**config.mk**
```make
export PLATFORM = sky130hd
export DESIGN_NAME = hilo_muldiv
export DESIGN_NICKNAME = d
export VERILOG_FILES = /design/src/rtl/hilo_muldiv.sv
export SDC_FILE = /design/constraint.sdc
export NUM_CORES = 1
export LEC_CHECK = 0
export BUFFER_PORTS_ARGS = -buffer_cell sky130_fd_sc_hd__buf_2
export CORE_ASPECT_RATIO = 0.8
export CORE_MARGIN = 2
export CORE_UTILIZATION = 55
export CTS_BUF_LIST = sky130_fd_sc_hd__clkbuf_4 sky130_fd_sc_hd__clkbuf_8 sky130_fd_sc_hd__clkbuf_16
export CTS_CLUSTER_SIZE = 16
export DETAILED_ROUTE_END_ITERATION = 10
export GPL_TIMING_DRIVEN = 0
export PLACE_DENSITY = 0.75
export SLEW_MARGIN = 20
export SYNTH_ARGS = -nofsm -noshare
export SYNTH_HDL_FRONTEND = slang
export SYNTH_SLANG_ARGS = --single-unit
```
**constraint.sdc**
```tcl
create_clock -name clk -period 8.5 [get_ports clk]
set_clock_uncertainty 0.2 [all_clocks]
set_input_delay 1.7 -clock clk [delete_from_list [all_inputs] [get_ports clk]]
set_output_delay 1.7 -clock clk [all_outputs]
set_load 0.05 [all_outputs]
```
**src/rtl/hilo_muldiv.sv**
```systemverilog
// hilo_muldiv: iterative mul/div unit owning HI/LO; ports clk, rst, start, op, a, b -> hilo_o {HI,LO}, busy, done
module hilo_muldiv #(
  parameter int XLEN  = 32,
  parameter int CNT_W = 6
) (
  input  logic              clk,
  input  logic              rst,
  input  logic              start,
  input  logic [2:0]        op,
  input  logic [XLEN-1:0]   a,
  input  logic [XLEN-1:0]   b,
  output logic [2*XLEN-1:0] hilo_o,
  output logic              busy,
  output logic              done
);
  typedef enum logic [1:0] {IDLE, RUN, FIX} state_t;
  state_t state;
  logic [CNT_W-1:0] cnt;
  logic [2*XLEN:0] w;
  logic [XLEN-1:0] m;
  logic is_div, neg_q, neg_r, dz;
  logic sgn_a, sgn_b;
  logic [XLEN-1:0] abs_a, abs_b;
  logic [XLEN:0] mul_up, r_sh, diff;
  logic [2*XLEN:0] mul_nx, div_nx;
  logic [XLEN-1:0] q, r, q_fix, r_fix;
  logic [2*XLEN-1:0] prod, fix_val;
  // op[0] selects unsigned, op[1] selects divide
  assign sgn_a = ~op[0] & a[XLEN-1];
  assign sgn_b = ~op[0] & b[XLEN-1];
  assign abs_a = sgn_a ? -a : a;
  assign abs_b = sgn_b ? -b : b;
  // multiply: w[2X-1:X] accumulates, w[X-1:0] holds the multiplier shifting out
  assign mul_up = {1'b0, w[2*XLEN-1:XLEN]} + (w[0] ? {1'b0, m} : '0);
  assign mul_nx = {1'b0, mul_up, w[XLEN-1:1]};
  // divide: w[2X:X] is the partial remainder, w[X-1:0] shifts dividend out and quotient in
  assign r_sh   = {w[2*XLEN-1:XLEN], w[XLEN-1]};
  assign diff   = r_sh - {1'b0, m};
  assign div_nx = diff[XLEN] ? {r_sh, w[XLEN-2:0], 1'b0} : {diff, w[XLEN-2:0], 1'b1};
  assign prod   = w[2*XLEN-1:0];
  assign q      = w[XLEN-1:0];
  assign r      = w[2*XLEN-1:XLEN];
  // a zero divisor yields all-ones quotient; remainder naturally ends as |a| and re-signs to a
  assign q_fix  = dz ? {XLEN{1'b1}} : (neg_q ? -q : q);
  assign r_fix  = neg_r ? -r : r;
  assign fix_val = is_div ? {r_fix, q_fix} : (neg_q ? -prod : prod);
  always_ff @(posedge clk) begin
    if (rst) begin
      state  <= IDLE;
      hilo_o <= '0;
      busy   <= 1'b0;
      done   <= 1'b0;
      cnt    <= '0;
      w      <= '0;
      m      <= '0;
      is_div <= 1'b0;
      neg_q  <= 1'b0;
      neg_r  <= 1'b0;
      dz     <= 1'b0;
    end else begin
      done <= 1'b0;
      case (state)
        IDLE: if (start) begin
          if (op == 3'b100) hilo_o[2*XLEN-1:XLEN] <= a;
          else if (op == 3'b101) hilo_o[XLEN-1:0] <= a;
          else if (!op[2]) begin
            state  <= RUN;
            busy   <= 1'b1;
            cnt    <= '0;
            is_div <= op[1];
            neg_q  <= sgn_a ^ sgn_b;
            neg_r  <= sgn_a;
            dz     <= op[1] & ~|b;
            m      <= op[1] ? abs_b : abs_a;
            w      <= {{(XLEN+1){1'b0}}, op[1] ? abs_a : abs_b};
          end
        end
        RUN: begin
          w   <= is_div ? div_nx : mul_nx;
          cnt <= cnt + 1'b1;
          if (cnt == CNT_W'(XLEN-1)) state <= FIX;
        end
        FIX: begin
          hilo_o <= fix_val;
          done   <= 1'b1;
          busy   <= 1'b0;
          state  <= IDLE;
        end
        default: state <= IDLE;
      endcase
    end
  end
endmodule

```
==> results of run 1 <==
-- sequential cells by signal, summed over array words and instances, names as in the netlist --
register  count
busy          1
cnt           6
done          1
dz            1
hilo_o       64
is_div        1
m            32
neg_q         1
neg_r         1
state         2
w            64
-- metal layers --
layer	vias up	share of wire (%)	global-route usage, %
li1	7474	-	-
met1	7936	43	64.23
met2	1255	38	59.91
met4	0	4.3	16.84
met5	-	0	0
met3	195	15	13.05
-- layout by cell type (no fill, tap or decap), types with 42 or more instances in the layout --
cell / synthesis / final
nor2_1: 225 / 225
clkbuf_1: 126 / 125
buf_2: 4 / 134
dfxtp_1: 174 / 174
xnor2_1: 111 / 111
xor2_1: 61 / 61
o21ai_0: 137 / 137
inv_1: 66 / 66
ha_1: 69 / 69
a211oi_1: 61 / 61
a21oi_1: 219 / 219
o221ai_1: 43 / 43
mux2i_1: 42 / 42
nand2_1: 179 / 179
-- area by class of cell --
| type | instances | area share (%) |
|---|---|---|
| buffer | 136 | 3.217 |
| clock buffer | 18 | 2.695 |
| clock inverter | 14 | 1.091 |
| inverter | 67 | 1.566 |
| multi-input combinational | 1578 | 62.87 |
| sequential | 174 | 21.69 |
| tap | 351 | 2.734 |
| timing repair buffer | 132 | 4.144 |
-- critical path: cells and delay by family (launching register included) --
| kind | cells | cell delay [ns] |
|---|---|---|
| AOI/OAI and AO/OA | 8 | 2.28 |
| adders and majority gates | 1 | 0.28 |
| buffers and inverters | 3 | 0.99 |
| DFF | 1 | 0.32 |
| and+or+nand+nor | 2 | 0.84 |
-- how the worst max path moves through the flow --
stage / startpoint / end / cells past startpoint
3_5_place_dp: a[6] / m[29]$_SDFFE_PP0P_ / 9
6_report: w[0]$_SDFFE_PP0P_ / w[63]$_SDFFE_PP0P_ / 14
5_1_grt: w[0]$_SDFFE_PP0P_ / w[63]$_SDFFE_PP0P_ / 14
4_1_cts: w[31]$_SDFFE_PP0P_ / w[56]$_SDFFE_PP0P_ / 13
3_3_place_gp: op[2] / w[27]$_SDFFE_PP0P_ / 6
2_1_floorplan: a[6] / m[29]$_SDFFE_PP0P_ / 8
-- kinds of logic (layout without fill, tap and decap cells) --
kind of cell,after synthesis,in the layout,share of synthesized area [%]
buffers and inverters,203,367,5.353
xor gates and xnor gates,172,172,10.51
adders and majority gates,71,71,6.305
muxes,46,46,3.248
AOI/OAI and AO/OA,684,684,30.81
DFF,174,174,24.31
and+or+nand+nor,605,605,19.46
-- metrics by stage --
step | cells | worst slack, ns
5_1_grt | 2470 | 3.213
2_1_floorplan | 1955 | 4.349
4_1_cts | 2470 | 3.774
3_3_place_gp | 2436 | 3.000
3_5_place_dp | 2438 | 3.577
6_report | 2470 | 3.452
-- power breakdown --
part | switching (W) | internal, W
clock | 0.000404 | 0.000449
sequential | 0.0000383 | 0.000848
combinational | 0.000468 | 0.000225
total | 0.000911 | 0.00152
==> impl_metrics.py, run 1 <==
metrics = {
    "finish": {
        "final_layout_size_suffix_gt1_share_pct": 9.250,
        "final_cell_area_sq_um": 16060,
        "ff_latch_area_sq_um": 3483,
        "n_fill_cell": 2353,
        "utilization_pct": 63.14,
        "multi_input_area_sq_um": 10100,
        "nets": 2247,
        "antennaDiodeCount": 0,
        "area_delta_synth_final_pct": 12.09,
    },
    "logic_synthesis": {
        "syn-instance-count": 1955,
        "synth_cell_types": 76,
        "synth_edf_count": 0,
        "yosys-top-cells-count": "nor2_1 (225), a21oi_1 (219), nand2_1 (179), dfxtp_1 (174), o21ai_0 (137)",
        "syn-num-nets": 2096,
        "yosysSeqAreaShare_pct": 24.31,
        "synthTopCellsByArea": "dfxtp_1 (24%), a21oi_1 (7.6%), xnor2_1 (6.8%)",
        "synth.top_cell.area_share_pct": 24.31,
        "syn_area_sq_um": 14330,
        "ys_warn_count": 0,
        "ys_ff_latch": 174,
        "synthArstFlopShare_pct": 0,
        "synth_ff_type": "dfxtp_1",
        "yosys.area.top_type": "dfxtp_1",
        "synth.most_common_cell": "nor2_1",
        "avgSynthCellArea_sq_um": 7.329,
    },
    "clock_network": {
        "numCtsBuffers": 17,
        "cts.sinks": 174,
        "cts_resized": 0,
        "htree_levels": 4,
        "cts_setup_buffers": 0,
        "cts_max_path_buffers": 2,
        "root_buffer": "clkbuf_16",
        "cts_tree": "built",
        "holdBufCountCts": 0,
        "clkSlewWorstSetupHoldPaths_ns": 0.08,
        "clk_latency_ns": 0.46,
    },
    "global_route": {
        "antenna_found_initial": 0,
        "grt.overflow.total": 0,
        "track_usage_pct": 43.95,
        "grt_pass1_vias": 14819,
        "grt_first_pass_wirelength_um": 90070,
        "grt_max_degree": 18,
    },
    "timing": {
        "whs_ns": 0.2496,
        "setup_violations": 0,
        "tightest_slew_ns": 1.060,
        "min_period_ns": 5.049,
        "finalSetupTns_ns": 0,
        "fmax_mhz": 198.1,
        "finalMaxSlewViolations": 0,
        "post-route-period-util_pct": 59.39,
        "relSlewSlack_pct": 27.54,
        "rsz0062_at_grt": "no",
        "hold_viol_final": 0,
    },
    "detailed_routing": {
        "first_iter_violations": 2603,
        "drc": 0,
        "wl_per_cell_um": 24.88,
        "first_pass_iters": 6,
        "antenna_left": 0,
        "vias_per_cell": 6.826,
        "wl_um": 61470,
        "dr_total_vias": 16860,
    },
    "flow_run": {
        "drv_cap": 0,
    },
    "worst_setup_path": {
        "crit_arrival_ns": 5.16,
        "crit_fanout": 10,
        "worstPathRequired_ns": 8.61,
        "slowest_stage": "o41ai_2",
        "rr_endpoint": "w[63]$_SDFFE_PP0P_",
        "crit_path_end_kind": "register",
        "rr_worst_depth": 14,
        "cp_slowest_stage_delay_ns": 0.76,
        "r2r_slack_ns": 3.45,
        "rr_startpoint": "w[0]$_SDFFE_PP0P_",
        "critPathLaunchType": "register",
        "worstPathCellList": "clkbuf_1 -> inv_1 -> clkbuf_1 -> nor2_1 -> ha_1 -> o211ai_1 -> a21oi_1 -> o41ai_2 -> a2111oi_0 -> nor3_1 -> o21bai_1 -> a2111oi_0 -> a2111o_1 -> a21oi_1",
        "path_class": "register to register",
    },
    "die": {
        "start_util_pct": 56.33,
        "rows": 52,
        "fp.dieW_um": 184.5,
        "die-height_um": 148.4,
        "core_area_sq_um": 25440,
        "die_area_sq_um": 27370,
        "ios": 136,
    },
    "hold_path": {
        "hold_path.class": "register to register",
        "whs_path_depth": 2,
        "worstHoldEndpoint": "hilo_o[6]$_SDFFE_PP0P_",
        "hp-start": "hilo_o[6]$_SDFFE_PP0P_",
    },
    "place": {
        "io_buffer_count": 130,
        "hpwlAfterDp_um": 48480,
        "gp_congestion": 1.049,
        "place_area_sq_um": 15450,
    },
    "outcome": {
        "outcome": "finished, final reports clean",
    },
    "pwr": {
        "p_leak_nw": 6.224,
        "vdd_drop_max_mv": 0.1559,
        "power.density_nw_per_um2": 151.5,
        "finalPower_w": 0.002433,
    },
}
Power figures use the tool's default switching activity.
==> inputs of run 2 (changes only) <==
==> constraint.sdc (replaced) <==
create_clock -name clk -period 4.7 [get_ports clk]
set_clock_uncertainty 0.2 [all_clocks]
set_input_delay 0.94 -clock clk [delete_from_list [all_inputs] [get_ports clk]]
set_output_delay 0.94 -clock clk [all_outputs]
set_load 0.05 [all_outputs]
==> run 2 against run 1 <==
  * Die area is the same
  * The flow now finishes with violations (negative setup slack)
  * Largest power group unchanged
  * Sequential cell count stayed put
  * Clock power rose by 81%
==> impl_metrics.py, run 2 (synthesized netlist as in run 1, its figures left out) <==
metrics = {
    "global_route": {
        "track_usage_pct": 43.97,
        "grt.overflow.total": 0,
        "grt_pass1_vias": 14835,
        "grt_first_pass_wirelength_um": 90130,
        "grt_max_degree": 18,
        "antenna_found_initial": 0,
    },
    "detailed_routing": {
        "first_pass_iters": 6,
        "wl_per_cell_um": 24.88,
        "wl_um": 61520,
        "met1_length_um": 26060,
        "first_iter_violations": 2551,
        "routed-wl-met3_um": 9256,
        "dr_total_vias": 16878,
        "vias_per_cell": 6.825,
        "top_layer_used": "met4",
        "wl_met2_um": 23640,
        "antenna_left": 0,
        "drc": 0,
    },
    "timing": {
        "setup_violations": 1,
        "final.setup.worst_slack_ns": -0.1008,
        "min_period_ns": 4.801,
        "post-route-period-util_pct": 102.1,
        "rsz0062_at_grt": "no",
        "fmax_mhz": 208.3,
        "relSlewSlack_pct": 25.17,
        "finalMaxSlewViolations": 0,
        "hold_viol_final": 0,
        "tightest_slew_ns": 1.112,
    },
    "clock_network": {
        "cts_max_path_buffers": 2,
        "cts_tree": "built",
        "cts.sinks": 174,
        "holdBufCountCts": 0,
        "root_buffer": "clkbuf_16",
        "numCtsBuffers": 17,
        "htree_levels": 4,
        "clk_latency_ns": 0.46,
        "clkSlewWorstSetupHoldPaths_ns": 0.08,
    },
    "worst_setup_path": {
        "critPathLaunchType": "register",
        "crit_fanout": 10,
        "crit_arrival_ns": 4.99,
        "path_class": "register to register",
        "worstPathRequired_ns": 4.89,
        "crit_path_end_kind": "register",
    },
    "die": {
        "core_area_sq_um": 25440,
        "die_area_sq_um": 27370,
        "die-height_um": 148.4,
        "rows": 52,
        "ios": 136,
        "start_util_pct": 56.33,
        "fp.dieW_um": 184.5,
    },
    "pwr": {
        "p_leak_nw": 6.252,
        "p_seq_share_pct": 36.4,
        "p_switching_w": 0.001651,
        "combPwrFrac_pct": 28.7,
        "swShare_pct": 37.42,
        "power.density_nw_per_um2": 273.8,
        "intPower_w": 0.002760,
        "power_frac_clock_pct": 35.0,
        "vdd_drop_max_mv": 0.2809,
    },
    "flow_run": {
        "drv_cap": 0,
    },
    "finish": {
        "antennaDiodeCount": 0,
        "final_common_cell": "nor2_1",
        "nets": 2250,
        "final_cell_mix": "nor2_1 (225), a21oi_1 (219), nand2_1 (179), dfxtp_1 (174), o21ai_0 (137)",
        "utilization_pct": 63.33,
        "area_delta_synth_final_pct": 12.44,
        "largestRegisters": "hilo_o: 64 flops, w: 64 flops, m: 32 flops",
        "final_layout_size_suffix_gt1_share_pct": 9.566,
    },
    "outcome": {
        "outcome": "finished, violations left",
        "failed_checks": "negative setup slack",
    },
    "hold_path": {
        "hold_path.class": "register to register",
    },
    "place": {
        "io_buffer_count": 130,
        "gp_congestion": 1.049,
        "hpwlAfterDp_um": 48480,
        "pre_cts_slack_ns": -0.02184,
    },
}
==> run 2: cell types whose count changed in the layout (fill, tap and decap cells not counted) <==
cell and change:
a2111oi_0 -1, buf_4 +4, o41ai_2 -1, clkbuf_2 +1
o41ai_4 +1, a2111oi_1 +1, a211oi_2 +1, nor3_2 +1
clkbuf_1 -2, nor3_1 -1, a211oi_1 -1
==> run 2: cell type report <==
class                      instances  area [sq um]
multi-input combinational       1578         10120
timing repair buffer             136         695.7
clock inverter                    14         175.2
buffer                           135         514.2
sequential                       174          3483
clock buffer                      18         432.9
tap                              351         439.2
inverter                          67         251.5
fill                            2345          9328
==> run 2: metal layers <==
metal	vias to the layer above	GRT usage [%]
met5	-	0
met4	0	16.60
met3	198	13.08
met2	1296	60.08
met1	7912	64.23
li1	7472	-
==> run 2: repair_timing <==
action / in CTS / in global routing
pin swaps: 0 / 1
gates resized for setup: 2 / 3
endpoints found under the setup margin: 2 / 28
buffers inserted: 0 / 4
hold endpoints to repair: 0 / 0
==> run 2: worst max-delay path, cell delays in order, from the launching register on <==
cell	delay, ns
dfxtp_1	0.46
inv_1	0.20
clkbuf_1	0.62
ha_1	0.42
and2_1	0.28
nand4b_1	0.39
o21ai_1	0.87
o21ai_0	0.25
xnor2_1	0.19
o21ai_0	0.54
o21ai_0	0.18
nor2_1	0.11
==> run 2: power groups by stage <==
stage | registers [W] | clock network (W) | logic (W)
6_report | 0.00160 | 0.00154 | 0.00126
4_1_cts | 0.00160 | 0.00152 | 0.00120
5_1_grt | 0.00161 | 0.00158 | 0.00134
3_5_place_dp | 0.00163 | 0 | 0.00119
2_1_floorplan | 0.00165 | 0 | 0.000761
3_3_place_gp | 0.00163 | 0 | 0.00118
==> run 2: metrics by stage <==
| step | instance area, sq um | setup TNS, ns | hold WS (ns) | instances | power, W |
|---|---|---|---|---|---|
| 2_1_floorplan | 14330 | 0 | 0.2156 | 1955 | 0.002414 |
| 4_1_cts | 16070 | 0 | 0.2532 | 2470 | 0.004311 |
| 3_3_place_gp | 15420 | -1.619 | 0.2306 | 2436 | 0.002805 |
| 5_1_grt | 16110 | 0 | 0.2680 | 2473 | 0.004525 |
| 6_report | 16110 | -0.1008 | 0.2493 | 2473 | 0.004411 |
| 3_5_place_dp | 15450 | -0.02534 | 0.2430 | 2438 | 0.002823 |
==> run 2: worst paths after layout <==
kind / from / to / slack [ns] / cells after the start
worst max-delay path: w[0]$_SDFFE_PP0P_ / hilo_o[52]$_SDFFE_PP0P_ / -0.10 / 11
worst min-delay path: hilo_o[6]$_SDFFE_PP0P_ / hilo_o[6]$_SDFFE_PP0P_ / 0.25 / 2
worst max register to register: w[0]$_SDFFE_PP0P_ / hilo_o[52]$_SDFFE_PP0P_ / -0.10 / 11
worst min register to register: hilo_o[6]$_SDFFE_PP0P_ / hilo_o[6]$_SDFFE_PP0P_ / 0.25 / 2
